$ cat config.mk
export PLATFORM = sky130hd
export DESIGN_NAME = lm70_spi_responder
export DESIGN_NICKNAME = d
export VERILOG_FILES = /design/src/rtl/lm70_spi_responder.sv
export SDC_FILE = /design/constraint.sdc
export NUM_CORES = 1
export LEC_CHECK = 0
export ABC_AREA = 1
export CAP_MARGIN = 0
export CELL_PAD_IN_SITES_DETAIL_PLACEMENT = 0
export CELL_PAD_IN_SITES_GLOBAL_PLACEMENT = 1
export CORE_MARGIN = 1
export CORE_UTILIZATION = 44
export DETAILED_ROUTE_END_ITERATION = 7
export PLACE_DENSITY = 0.88
export SYNTH_ARGS = -nofsm -noshare
export SYNTH_HDL_FRONTEND = slang
export SYNTH_SLANG_ARGS = --single-unit
$ cat constraint.sdc
create_clock -name clk -period 4.7 [get_ports clk]
set_input_delay 0.94 -clock clk [delete_from_list [all_inputs] [get_ports clk]]
set_output_delay 0.94 -clock clk [all_outputs]
set_load 0.005 [all_outputs]
$ cat src/rtl/lm70_spi_responder.sv
// Sensor-side responder for a 3-wire LM70-style temperature link.
// It oversamples CS/SCK/SIO on clk, shifts out a 16-bit word and then takes in a 16-bit command.
module lm70_spi_responder #(
   parameter int          SYNC_STAGES = 2,
   parameter logic [15:0] ID_WORD     = 16'h800F,
   parameter logic [7:0]  SHDN_CODE   = 8'hFF
) (
   input  logic        clk,
   input  logic        rst,
   input  logic        cs_n,
   input  logic        sck,
   input  logic        sio_in,
   input  logic [15:0] temp_in,
   output logic        sio_out,
   output logic        sio_oe,
   output logic        shutdown,
   output logic        frame_done
);

   localparam int LAST = SYNC_STAGES - 1;

   typedef enum logic [1:0] {IDLE, TX, RX, DONE} state_t;

   logic [SYNC_STAGES-1:0] cs_sync_q, cs_sync_d;
   logic [SYNC_STAGES-1:0] sck_sync_q, sck_sync_d;
   logic [SYNC_STAGES-1:0] sio_sync_q, sio_sync_d;
   logic cs_prev_q, cs_prev_d, sck_prev_q, sck_prev_d;
   logic cs_fall_q, cs_fall_d, cs_rise_q, cs_rise_d;
   logic sck_fall_q, sck_fall_d, sck_rise_q, sck_rise_d;
   logic sio_bit_q, sio_bit_d;

   state_t      state_q, state_d;
   logic [15:0] shift_reg_q, shift_reg_d;
   logic [15:0] rx_reg_q, rx_reg_d;
   logic [4:0]  bit_cnt_q, bit_cnt_d;
   logic        shutdown_q, shutdown_d;
   logic        frame_done_q, frame_done_d;
   logic        sio_oe_q, sio_oe_d;
   logic        sio_out_q, sio_out_d;

   // Edge flags are registered so every pin event lands on the FSM exactly SYNC_STAGES+1 cycles later.
   always_comb begin
      cs_sync_d  = {cs_sync_q[SYNC_STAGES-2:0], cs_n};
      sck_sync_d = {sck_sync_q[SYNC_STAGES-2:0], sck};
      sio_sync_d = {sio_sync_q[SYNC_STAGES-2:0], sio_in};
      cs_prev_d  = cs_sync_q[LAST];
      sck_prev_d = sck_sync_q[LAST];
      cs_fall_d  = cs_prev_q & ~cs_sync_q[LAST];
      cs_rise_d  = ~cs_prev_q & cs_sync_q[LAST];
      sck_fall_d = sck_prev_q & ~sck_sync_q[LAST];
      sck_rise_d = ~sck_prev_q & sck_sync_q[LAST];
      sio_bit_d  = sio_sync_q[LAST];
   end

   // NOTE: sequential state uses non-blocking assignments only; blocking here would race other flops.
   always_ff @(posedge clk) begin
      if (rst) begin
         cs_sync_q    <= '0;
         sck_sync_q   <= '0;
         sio_sync_q   <= '0;
         cs_prev_q    <= 1'b0;
         sck_prev_q   <= 1'b0;
         cs_fall_q    <= 1'b0;
         cs_rise_q    <= 1'b0;
         sck_fall_q   <= 1'b0;
         sck_rise_q   <= 1'b0;
         sio_bit_q    <= 1'b0;
         state_q      <= IDLE;
         shift_reg_q  <= '0;
         rx_reg_q     <= '0;
         bit_cnt_q    <= '0;
         shutdown_q   <= 1'b0;
         frame_done_q <= 1'b0;
         sio_oe_q     <= 1'b0;
         sio_out_q    <= 1'b0;
      end else begin
         cs_sync_q    <= cs_sync_d;
         sck_sync_q   <= sck_sync_d;
         sio_sync_q   <= sio_sync_d;
         cs_prev_q    <= cs_prev_d;
         sck_prev_q   <= sck_prev_d;
         cs_fall_q    <= cs_fall_d;
         cs_rise_q    <= cs_rise_d;
         sck_fall_q   <= sck_fall_d;
         sck_rise_q   <= sck_rise_d;
         sio_bit_q    <= sio_bit_d;
         state_q      <= state_d;
         shift_reg_q  <= shift_reg_d;
         rx_reg_q     <= rx_reg_d;
         bit_cnt_q    <= bit_cnt_d;
         shutdown_q   <= shutdown_d;
         frame_done_q <= frame_done_d;
         sio_oe_q     <= sio_oe_d;
         sio_out_q    <= sio_out_d;
      end
   end

   // NOTE: every signal gets a default first so no latch is inferred on untaken branches.
   always_comb begin
      state_d      = state_q;
      shift_reg_d  = shift_reg_q;
      rx_reg_d     = rx_reg_q;
      bit_cnt_d    = bit_cnt_q;
      shutdown_d   = shutdown_q;
      frame_done_d = 1'b0;
      if (cs_rise_q) begin
         // Deselect wins over a coincident sck edge; a partial command is simply dropped.
         if (state_q != IDLE) begin
            state_d      = IDLE;
            frame_done_d = (state_q == RX) || (state_q == DONE);
         end
      end else begin
         unique case (state_q)
            IDLE: if (cs_fall_q) begin
               shift_reg_d = shutdown_q ? ID_WORD : temp_in;
               bit_cnt_d   = '0;
               state_d     = TX;
            end
            TX: if (sck_fall_q) begin
               shift_reg_d = {shift_reg_q[14:0], 1'b0};
               if (bit_cnt_q == 5'd15) begin
                  bit_cnt_d = '0;
                  state_d   = RX;
               end else begin
                  bit_cnt_d = bit_cnt_q + 5'd1;
               end
            end
            RX: if (sck_rise_q) begin
               rx_reg_d  = {rx_reg_q[14:0], sio_bit_q};
               bit_cnt_d = bit_cnt_q + 5'd1;
               if (bit_cnt_q == 5'd15) begin
                  state_d = DONE;
                  if (rx_reg_d[15:8] == SHDN_CODE)  shutdown_d = 1'b1;
                  else if (rx_reg_d[15:8] == 8'h00) shutdown_d = 1'b0;
               end
            end
            DONE: ;
            default: state_d = IDLE;
         endcase
      end
   end

   // Pad outputs are decoded from the next state so they leave the chip straight from flops.
   always_comb begin
      sio_oe_d  = (state_d == TX);
      sio_out_d = (state_d == TX) ? shift_reg_d[15] : 1'b0;
   end

   assign sio_out    = sio_out_q;
   assign sio_oe     = sio_oe_q;
   assign shutdown   = shutdown_q;
   assign frame_done = frame_done_q;

endmodule

; ---- After elaboration in Yosys (flattened, before gate mapping)
; Index checks and enable logic that the tools add are counted.
[classes]
n_addsub = 1
n_eq_ne = 9
muxes = 20
n_bitwise = 11
n_reduce_logical = 13
[op_table]
columns = op, count
row1 = $mux W16, 4
row2 = $pmux W16 S2, 1
row3 = $mux W5, 4
row4 = $pmux W5 S3, 1
row5 = $mux W2, 7
row6 = $reduce_and A5 Y1, 2
row7 = $eq A8 B8 Y1 const B, 1
row8 = $logic_not A8 Y1, 1
row9 = $not A1 Y1, 7
row10 = $ne A2 B2 Y1 const B, 3
row11 = $pmux W2 S3, 1
row12 = $reduce_bool A2 Y1, 3
row13 = $add A5 B1 Y5 const B, 1
row14 = $eq A5 B4 Y1 const B, 1
row15 = $and A1 B1 Y1, 4
row16 = $eq A2 B1 Y1 const B, 2
row17 = $eq A2 B2 Y1 const B, 2
row18 = $reduce_and A4 Y1, 1
row19 = $reduce_and A3 Y1, 1
row20 = $reduce_bool A3 Y1, 1
row21 = $reduce_or A3 Y1, 1
row22 = $logic_not A2 Y1, 1
row23 = $mux W1, 2
row24 = $reduce_or A2 Y1, 1
row25 = $logic_or A1 B1 Y1, 1
[word_totals]
register_bits = 55
out_inout_bits = 4
elab_cells = 73

; ---- Longest topological paths before layout
[logic_depth]
depth_word = 8
ltp_mapped = 11
ltp_nobuf = 11

; ---- Worst setup path after synthesis
; No wires, ideal clock.
[synth_timing]
kind = input port to flip-flop
startpoint = input port rst
endpoint = register cs_fall_q
setup_time_ns = 0.117
arrival_ns = 1.492
t_required_ns = 4.583
path_slack_ns = 3.091
path_stages = 3
path_cell_list = clkbuf_1 -> buf_2 -> nor2_1
[synth_lines]
columns = item, line
row1 = start: declaration, 9  ; input logic rst,
row2 = end signal: assignment, 82  ; cs_fall_q <= cs_fall_d;
row3 = end: declaration, 28  ; logic cs_fall_q, cs_fall_d, cs_rise_q, cs_rise_d;
; No word-level cell between the ends.

==> run summary <==
Category of the most critical setup path - in2reg
Resized Gates After CTS - 0
Buffer levels on the longest clock path - 2
Worst Slack Setup Final - 2012 ps
DP Wirelength - 3.309 mm
Critical path's largest stage delay - 980 ps
Final WL - 4.887 mm
Ordered list of cells on the worst path - clkdlybuf4s50_1 -> inv_1 -> nand2_1 -> nor2_1
Measured slew at the worst slew-check pin - 786.7 ps
Internal cell power - 0.6934 mW
Share of synthesized area occupied by flip-flops and latches - 44.07%
Final Net Count - 397
Reported net switching power - 0.2077 mW
Post-route clock period utilization - 57.18%
Iteration-0 DRC Markers - 195
Final RePlAce weighted congestion - 0.7859
Routed length per instance - 11.11 um
Clock latency on the worst-skew pair - 310 ps
Status - finished, final reports clean
Clock-pin slew on the worst setup and hold paths - 90 ps
Placed inst area - 0.002741 sq mm
Clock buffer count from CTS - 5
Minimum period implied by the final worst setup slack - 2688 ps
Count of final setup violators - 0
Global-route wire length before repair - 8.666 mm
Fraction of power consumed by the clock network - 35.7%
Commonest cells after routing, fill and taps aside - sky130_fd_sc_hd__nor2_1, sky130_fd_sc_hd__nand2_1, sky130_fd_sc_hd__dfxtp_1, sky130_fd_sc_hd__inv_1, sky130_fd_sc_hd__o21ai_0
TritonCTS clock tree - yes
Number of different library cells in the post-synthesis netlist - 29
Number of input and output port buffers inserted - 24
Final Max Slew Viols - 0
CP Data Required Time - 4900 ps
Layout Area Growth over Synthesis - 14.42%
Core box area - 0.005473 sq mm
Total non-filler cell area in the finished layout - 0.002859 sq mm
FF+latch count, synth - 55
Data arrival time at the worst-slack endpoint - 2890 ps
Share of final-layout standard cells stronger than drive strength 1 - 8.424%
Cells after Synth - 349
Worst max-slew margin expressed relative to the limit - 47.39%
Number of antenna repair diodes - 0
Utilization of the core after routing - 52.24%
Setup Buffers After CTS - 0
Number of warning messages in the yosys log - 0
Reg-to-reg slack, setup - 2630 ps
FF-to-FF path depth - 6
Setup TNS Final - 0 ps
Total die area - 0.005984 sq mm
Worst hold path type - reg2reg
Achievable frequency - 372.1 MHz
Number of placement rows - 27
Vias after detailed routing - 2071
Reported leakage power - 1.216 nW
Startpoint class of the critical path - input pin
Initial Util - 45.66%
Commonest non-fill, non-tap cell in the layout - sky130_fd_sc_hd__nor2_1
Post-Route Skew - 8.161 ps
Highest net fanout along the worst path - 30
Combinational group share of total power - 9.5%
Detail-routed via count per cell - 4.707
Deepest level of the CTS H-tree - 2
Initial antenna violation count - 0
Number of failing hold endpoints at the final stage - 0
Max-cap violations - 0
Setup repair after global routing missed its margin - no
Number of top-level pins - 25
Pin count of the biggest net entering global routing - 31
Number of global-route vias before repair - 1963
R2R Path Start - state_q[0]
Clock root buffer - sky130_fd_sc_hd__clkbuf_8
Total number of clock tree sinks - 55
Worst hold slack - 411.1 ps
Number of nets in the synthesized netlist - 379
Post-Synthesis Mean Instance Area - 7.159 sq um
Sw frac - 23.05%
Hold bufs inserted after CTS - 0
Worst-case setup slack after placement - 1624 ps
Antenna violation net count after detailed routing - 0
Die span in x - 77.36 um
DRC violation count after routing - 0
Cell area after synthesis - 0.002499 sq mm
Peak supply drop - 175.2 uV
Power per cell area - 315.2 mW/mm^2
Setup crit end - bit_cnt_q[2]
Worst R2R End - rx_reg_q[13]
Residual overflow from global routing - 0
Share of power burned in registers - 54.8%
Die extent in y - 77.36 um
Total routing resource utilization after global routing - 18.21%
Cell with the largest stage delay on the worst path - sky130_fd_sc_hd__clkdlybuf4s50_1
Worst setup startpoint - rst
Kind of end point of the critical path - register
Initial DRT Pass Iterations - 4
[worst min-delay path by stage]
stage,cells after the start,slack [ps],endpoint,from
5_1_grt,2,430,sck_sync_q[1],sck_sync_q[0]
4_1_cts,2,420,cs_sync_q[1],cs_sync_q[0]
3_3_place_gp,2,390,sio_sync_q[1],sio_sync_q[0]
6_report,2,410,sck_sync_q[1],sck_sync_q[0]
3_5_place_dp,2,400,cs_sync_q[1],cs_sync_q[0]
2_1_floorplan,2,390,cs_sync_q[1],cs_sync_q[0]
[power groups by stage]
stage / Combinational [mW] / Sequential, mW / Clock [mW]
2_1_floorplan: 0.0635 / 0.502 / 0
3_3_place_gp: 0.0859 / 0.504 / 0
3_5_place_dp: 0.0865 / 0.504 / 0
4_1_cts: 0.0869 / 0.494 / 0.332
5_1_grt: 0.0990 / 0.496 / 0.349
6_report: 0.0860 / 0.494 / 0.322
[state kept, by name, indices dropped and copies added, names as in the netlist, 2 cells and up]
register and count:
sio_sync_q 2, shift_reg_q 16, state_q 2, bit_cnt_q 5, rx_reg_q 15, sck_sync_q 2
cs_sync_q 2
[per-layer routing]
layer,global-route usage [%],up-vias,routed length [um]
met5,0,-,0
li1,-,1120,-
met4,7.736,0,98
met3,3.765,7,181
met1,22.91,915,2445
met2,30.09,29,2161
[synthesized netlist by cell type, drive strengths merged]
cell    count  area, sq um
nand4       1        6.260
nand3       8        40.04
buf         9        72.56
clkbuf      4        15.01
ha          9        112.6
nand2      71        281.5
nor3        3        15.01
nand3b      1        7.510
a21oi      10        53.80
inv        38        145.1
o21ai      51        259.0
nor2       87        375.4
o21bai      1        7.510
nor4        1        6.260
dfxtp      55         1101
[through the flow]
step / total power, mW / std cells
2_1_floorplan: 0.5654 / 349
3_3_place_gp: 0.5901 / 432
3_5_place_dp: 0.5907 / 432
4_1_cts: 0.9127 / 440
5_1_grt: 0.9441 / 440
6_report: 0.9012 / 440
[critical path, delay by kind of cell]
| family | cells | cell delay (ps) |
|---|---|---|
| simple gates | 2 | 360 |
| buf+inv | 2 | 1580 |
[cell type report]
class                   instances  area, sq um
inverters                      38        145.1
clock buffers                   6        82.58
flip-flops and latches         55         1101
multi-input cells             243         1165
clock inverters                 2        35.03
fillers                       575         2614
well taps                      72        90.09
repair buffers                 24        240.2
[logic make-up (layout without fill, tap and decap cells)]
group,count (synthesis),in the layout,synth area share (%)
AO/OA/AOI/OAI,62,62,12.82
flip-flops,55,55,44.07
buffers and inverters,51,70,9.313
AND/OR/NAND/NOR,172,172,29.29
adder cells (fa/ha/maj),9,9,4.507
Power figures use the tool's default switching activity.
